==> src/rtl/wb_stage.sv <==
// rtl/wb_stage.sv - writeback stage: commits ALU results and formats load data into the regfile
//
// Ports:
//   clk, rst                : clock, asynchronous active-low reset
//   in_valid/in_waddr/in_wvalid/in_result/in_is_load/in_funct3 : instruction from MEM
//   flush                   : drop the current-cycle input (IDLE only)
//   mem_rdata, mem_ack      : word-aligned data-memory read response
//   waddr, wdata, wvalid    : regfile write port (wvalid is a one-cycle pulse)
//   stall_req               : combinational hold request while a load waits for memory
//   load_err                : one-cycle pulse when a misaligned/illegal load is dropped
//   mem_timeout             : sticky flag, a load never received mem_ack
module wb_stage #(
  parameter int TIMEOUT = 255
) (
  input  logic        clk,
  input  logic        rst,
  input  logic        in_valid,
  input  logic [4:0]  in_waddr,
  input  logic        in_wvalid,
  input  logic [31:0] in_result,
  input  logic        in_is_load,
  input  logic [2:0]  in_funct3,
  input  logic        flush,
  input  logic [31:0] mem_rdata,
  input  logic        mem_ack,
  output logic [4:0]  waddr,
  output logic [31:0] wdata,
  output logic        wvalid,
  output logic        stall_req,
  output logic        load_err,
  output logic        mem_timeout
);

  localparam int CW = (TIMEOUT < 2) ? 1 : $clog2(TIMEOUT + 1);
  localparam logic [CW-1:0] CNT_LAST = CW'(TIMEOUT - 1);

  typedef enum logic {S_IDLE, S_WAIT} state_t;

  state_t      r_state;
  logic [CW-1:0] r_cnt;
  logic [4:0]  r_ld_waddr;
  logic        r_ld_wvalid;
  logic [2:0]  r_ld_funct3;
  logic [1:0]  r_ld_addr;
  logic [4:0]  r_waddr;
  logic [31:0] r_wdata;
  logic        r_wvalid;
  logic        r_load_err;
  logic        r_mem_timeout;

  logic        w_load_ok;
  logic [7:0]  w_byte;
  logic [15:0] w_half;
  logic [31:0] w_fmt;

  // Legal funct3 and natural alignment of the load address.
  always_comb begin
    w_load_ok = 1'b0;
    case (in_funct3)
      3'b000, 3'b100: w_load_ok = 1'b1;
      3'b001, 3'b101: w_load_ok = ~in_result[0];
      3'b010:         w_load_ok = (in_result[1:0] == 2'b00);
      default:        w_load_ok = 1'b0;
    endcase
  end

  // Lane select and extension of the returned word using the captured address.
  always_comb begin
    w_byte = mem_rdata[7:0];
    case (r_ld_addr)
      2'd0: w_byte = mem_rdata[7:0];
      2'd1: w_byte = mem_rdata[15:8];
      2'd2: w_byte = mem_rdata[23:16];
      2'd3: w_byte = mem_rdata[31:24];
      default: w_byte = mem_rdata[7:0];
    endcase
    w_half = r_ld_addr[1] ? mem_rdata[31:16] : mem_rdata[15:0];
    w_fmt  = mem_rdata;
    case (r_ld_funct3)
      3'b000:  w_fmt = {{24{w_byte[7]}}, w_byte};
      3'b001:  w_fmt = {{16{w_half[15]}}, w_half};
      3'b100:  w_fmt = {24'h0, w_byte};
      3'b101:  w_fmt = {16'h0, w_half};
      default: w_fmt = mem_rdata;
    endcase
  end

  always_ff @(posedge clk or negedge rst) begin
    if (!rst) begin
      r_state       <= S_IDLE;
      r_cnt         <= '0;
      r_ld_waddr    <= '0;
      r_ld_wvalid   <= 1'b0;
      r_ld_funct3   <= '0;
      r_ld_addr     <= '0;
      r_waddr       <= '0;
      r_wdata       <= '0;
      r_wvalid      <= 1'b0;
      r_load_err    <= 1'b0;
      r_mem_timeout <= 1'b0;
    end else begin
      r_wvalid   <= 1'b0;
      r_load_err <= 1'b0;
      case (r_state)
        S_IDLE: begin
          // mem_ack is deliberately ignored here: no load is outstanding.
          if (in_valid && !flush) begin
            if (!in_is_load) begin
              r_waddr  <= in_waddr;
              r_wdata  <= in_result;
              r_wvalid <= in_wvalid && (in_waddr != 5'd0);
            end else if (w_load_ok) begin
              r_ld_waddr  <= in_waddr;
              r_ld_wvalid <= in_wvalid;
              r_ld_funct3 <= in_funct3;
              r_ld_addr   <= in_result[1:0];
              r_cnt       <= '0;
              r_state     <= S_WAIT;
            end else begin
              r_load_err <= 1'b1;
            end
          end
        end
        S_WAIT: begin
          // Upstream is held by stall_req, so in_valid/flush are not looked at.
          if (mem_ack) begin
            r_waddr  <= r_ld_waddr;
            r_wdata  <= w_fmt;
            r_wvalid <= r_ld_wvalid && (r_ld_waddr != 5'd0);
            r_state  <= S_IDLE;
          end else if (r_cnt == CNT_LAST) begin
            // This cycle brings the count to TIMEOUT: abandon the load.
            r_mem_timeout <= 1'b1;
            r_cnt         <= '0;
            r_state       <= S_IDLE;
          end else begin
            r_cnt <= r_cnt + CW'(1);
          end
        end
        default: r_state <= S_IDLE;
      endcase
    end
  end

  assign stall_req   = (r_state == S_WAIT) && !mem_ack;
  assign waddr       = r_waddr;
  assign wdata       = r_wdata;
  assign wvalid      = r_wvalid;
  assign load_err    = r_load_err;
  assign mem_timeout = r_mem_timeout;

endmodule

==> config.mk <==
export PLATFORM = sky130hd
export DESIGN_NAME = wb_stage
export DESIGN_NICKNAME = d
export VERILOG_FILES = /design/src/rtl/wb_stage.sv
export SDC_FILE = /design/constraint.sdc
export NUM_CORES = 1
export LEC_CHECK = 0
export CORE_AREA = 3 3 107 109
export DETAILED_ROUTE_END_ITERATION = 16
export DIE_AREA = 0 0 110 112
export RECOVER_POWER = 100
export SLEW_MARGIN = 40
export SYNTH_ARGS = -nofsm -noshare
export SYNTH_HDL_FRONTEND = slang
export SYNTH_SLANG_ARGS = --single-unit
export TNS_END_PERCENT = 50
==> constraint.sdc <==
create_clock -name clk -period 2.15 [get_ports clk]
set_input_delay 0.215 -clock clk [delete_from_list [all_inputs] [get_ports clk]]
set_output_delay 0.215 -clock clk [all_outputs]
set_load 0.05 [all_outputs]
# Word-level counts from Yosys, hierarchy flattened
# Cells that the tools add are included.
# word_totals
wordCells	82
register_bits	60
inputBits	79
# classes
n_bitwise	3
mux	32
add_sub_neg	1
n_reduce_logical	18
eq_ne	17
# ops
cell	n
$pmux W32 S4	1
$mux W32	3
$pmux W32 S2	1
$mux W8	5
$pmux W8 S4	1
$mux W16	1
$pmux W8 S2	1
$mux W5	3
$eq A3 B3 Y1 const B	4
$mux W1	12
$ne A2 B2 Y1 const B	6
$pmux W5 S2	1
$reduce_bool A5 Y1	2
$add A8 B1 Y8 const B	1
$eq A8 B8 Y1 const B	1
$reduce_and A4 Y1	2
$eq A3 B1 Y1 const B	2
$logic_not A3 Y1	2
$reduce_and A3 Y1	2
$eq A2 B2 Y1 const B	2
$logic_and A1 B1 Y1	4
$logic_not A2 Y1	2
$pmux W1 S2	2
$reduce_or A2 Y1	2
other kinds (5)	8

# Logic depth before layout (Yosys ltp)
# depth
word_depth	7
ltp_mapped	6

# Worst setup path after synthesis
# No wires, ideal clock.
# synth_path
path_kind	register to register
start	register r_state
end	register r_cnt[3]
t_required_ns	2.026
setup_time_ns	0.124
stages_incl_launch_ff	7
t_arrival_ns	1.524
n_path_buf	1
setup_slack_ns	0.502
cell_sequence	dfrtp_1 > nand2b_1 > clkbuf_1 > inv_1 > o21ai_0 > nor3_1 > a211o_1
# synth_between
elab_chain_len	3
elab_cells_between_ends	7
classes_between	4 x eq/ne; 1 x mux; 1 x bitwise; 1 x reduce/logical
# synth_lines
element	line_no	text
from (decl)	39	state_t r_state;
from (signal assigned)	90	r_state <= S_IDLE;
from (signal assigned)	118	r_state <= S_WAIT;
from (signal assigned)	130	r_state <= S_IDLE;
$not A1 Y1 (no source line)	-	
$ne A2 B2 Y1 (no source line)	-	
$reduce_and A4 Y1 (no source line)	-	
to (signal assigned)	137	r_cnt <= r_cnt + CW'(1);
to (decl)	40	logic [CW-1:0] r_cnt;
# Several ways; a longest one is shown, not always the timed one.
# A chain may end at the register's enable or synchronous reset.

# Worst setup path after layout
# layout_path
start	register r_state
end	register r_ld_funct3[0]
# layout_between
elab_chain_len	2
# layout_lines
element	line_no	text
$not A1 Y1 (no source line)	-	
$reduce_and A4 Y1 (no source line)	-	
to (signal assigned)	115	r_ld_funct3 <= in_funct3;
to (decl)	43	logic [2:0] r_ld_funct3;
# Every way passes these cells.

==> flow_summary.toml <==
[global_routing]
antenna_found_initial = 0
grt_pass1_vias = 3352
grt_pass1_wl_mm = 17.8
maximum_number_of_pins_on_one_net_before_global_route_repair = 26
gr-total-overflow = 0
grt_util_all_layers_pct = 18.5

[worst_setup_path]
worstReg2RegStart = "r_state"
critPathKind = "reg -> reg"
critical_path.startpoint = "r_state"
worstPathBufferInverterCount = 1
cp_cell_sequence = "nand4bb_1, o21bai_1, clkbuf_1, mux2_2"
critical_path_peak_fanout = 11
worst_path_largest_cell_delay_ns = 0.53
cpMaxStageDelayCell = "clkbuf_1"
critical_path.endpoint_type = "flop"
critPathTopFamily = "buffers and inverters"
arrival_ns = 2.13
cp_data_required_time_ns = 2.37
worstSetupStartpointType = "flop"

[yosys]
gate_count_after_technology_mapping = 346
ys.flop_type = "dfrtp_1"
post_synth_num_cell_types = 50
yosys_warnings = 0
netlist.top_cell.by_area = "dfrtp_1"
synth-seq-area-share_pct = 44.7
ys_top_cells_by_area = "dfrtp_1 45%, mux2_2 6.0%, nand2_1 4.5%"
postSynthNetCount = 427
synthesis.area_um2 = 3360
synthesis.area_per_instance_um2 = 9.70
postSynthRegisterBits = 60
async_flop_share_pct = 100
count_of_flip_flops_with_a_built_in_enable_after_synthesis = 0
netlist.area_leader.share_pct = 44.7
yosys.cell_count.top_type = "dfrtp_1"
commonest_cells_post_synth = "60 x dfrtp_1, 40 x nand2_1, 27 x o21ai_0"

[place]
routabilityCongestion = 0.816
dpl-instance-area_um2 = 4790
hpwl_mm = 8.36
numPortBuffers = 119

[die]
die_height_um = 112
core_region_area_um2 = 10700
io_pins = 120
rows = 38
floorplan.die_area_um2 = 12300
die_w_um = 110
starting_density_of_the_core_pct = 31.4

[sta]
timing_worst_slew_pin_value_ns = 1.11
fin_setup_tns_ns = 0
slew_headroom_pct = 26.0
finalCriticalPeriod_ns = 1.92
maxSlewViolCount = 0
finalCritPeriodShare_pct = 89.1
clock.fmax_mhz = 522
setup-violations-final = 0
grt_setup_unrepaired = "no"
timing.clock.skew_ns = 0.00786
hold_viol_final = 0

[power_and_ir_drop]
total_switching_power_mw = 1.89
internal-power_mw = 2.48
power_per_cell_area_nw_per_um2 = 885
power_frac_seq_pct = 36.3
total_leakage_power_nw = 2.05
power.ir.vdd_worst_mv = 0.357
combinationalPowerShare_pct = 42.9
sw_frac_of_total_pct = 43.2
power_frac_clock_pct = 20.7

[finish]
final_standard_cell_area_without_fillers_um2 = 4940
final_net_count = 553
drive_gt1_share_pct = 11.7
n_fill_cell = 1049
seqCellArea_um2 = 1500
area_growth_pct = 47.2
final_util_pct = 46.2
number_of_antenna_cells_inserted = 0
multiInputGateArea_um2 = 1710

[clock_tree]
cts.root.buffer_cell = "clkbuf_8"
cts_htree_levels = 3
clk_path_buf_depth = 2
tritoncts.num_buffers = 9
post_cts.resized_instances = 0
clk_transition_reported_paths_ns = 0.08
cts.sink_count = 60
clock_insertion_delay_worst_skew_ns = 0.33
cts_tree = "built"

[routing]
firstDrtPassIters = 4
wirelength_mm = 11.2
antenna_violating_nets_post_route = 0
initialDrtViolationCount = 267
drt-wirelength-per-cell_um = 18.2
drc = 0
route.vias.total = 3306
number_of_vias_per_cell = 5.36

[flow_run]
max-cap-violations = 0

[hold_path]
min-delay-start = "in_result[26]"
hold_class = "in -> reg"

[status]
run_status = "finished clean"
## placed cells by master, fill, tap and decap left out, drive strengths merged, types with 9 or more instances in the layout
| cell type | instances |
|---|---|
| a32oi | 11 |
| dfrtp | 60 |
| o21ai | 34 |
| a21oi | 15 |
| nor2 | 19 |
| a221oi | 16 |
| clkbuf | 15 |
| clkdlybuf4s50 | 77 |
| dlygate4sd3 | 41 |
| nand2 | 40 |
| mux2 | 20 |
| buf | 16 |
| and3 | 9 |
| nand3 | 12 |
## routing by layer
layer / up-vias / GRT usage, % / share of wire [%]
li1: 1563 / - / -
met3: 6 / 4.41 / 6.7
met4: 0 / 3.08 / 0.63
met1: 1626 / 25.6 / 44
met2: 111 / 29.9 / 49
met5: - / 0 / 0
## path summary, 6_finish.rpt
check                      slack, ns  cells past startpoint             end
max reg2reg                     0.23                      4  r_ld_funct3[0]
min                             0.47                      3       wdata[26]
min reg2reg                     0.49                      2        waddr[3]
min in group asynchronous       0.61                      2        r_cnt[7]
max in group asynchronous       0.43                      3       wdata[15]
max                             0.23                      4  r_ld_funct3[0]
## power by group through the flow
stage                     registers, mW  logic (mW)  clock network (mW)
final                              1.59        1.88               0.907
after global routing               1.63        2.00               0.978
after CTS                          1.60        1.97               0.924
after detailed placement           1.62        1.96                   0
after global placement             1.61        1.93                   0
after floorplan                    2.20       0.604                   0
## cell families after synthesis
| group | share of synthesized area, % |
|---|---|
| buf+inv | 4.29 |
| compound gates | 23.6 |
| flops | 44.7 |
| mux | 9.88 |
| fa+ha+maj | 0.745 |
| simple gates | 16.7 |
## worst register-to-register path, cell delays in order (launching register included)
cell and delay (ns):
dfrtp_1 0.46, nand4bb_1 0.24, o21bai_1 0.17, clkbuf_1 0.53, mux2_2 0.41
## cell type report
cell class                      count  area share (%)
Clock buffer                        9            2.51
Tap cell                          140            3.55
Sequential cell                    60            30.4
Multi-Input combinational cell    253            34.6
Inverter                            8           0.608
Clock inverter                      7           0.886
Timing Repair Buffer              140            27.5
## registers in the layout, summed over array words and instances, names as in the netlist
name / count
mem_timeout: 1
waddr: 5
r_ld_addr: 2
wdata: 32
r_ld_funct3: 3
r_ld_wvalid: 1
r_state: 1
r_ld_waddr: 5
r_cnt: 8
load_err: 1
wvalid: 1
## per-stage QoR
step	setup WS [ns]	hold WS, ns	power [mW]	cells
floorplan	0.502	-0.0806	2.80	346
global placement	0.119	0.186	3.55	599
detailed placement	0.0851	0.195	3.58	600
CTS	0.295	0.360	4.49	617
global route	0.0941	0.462	4.61	617
finish	0.235	0.467	4.37	617
## what timing repair did
item	CTS	global route
setup buffers	0	0
hold endpoints to repair	18	0
hold buffers	1	0
Note: power is estimated with default switching activity, not from simulation.
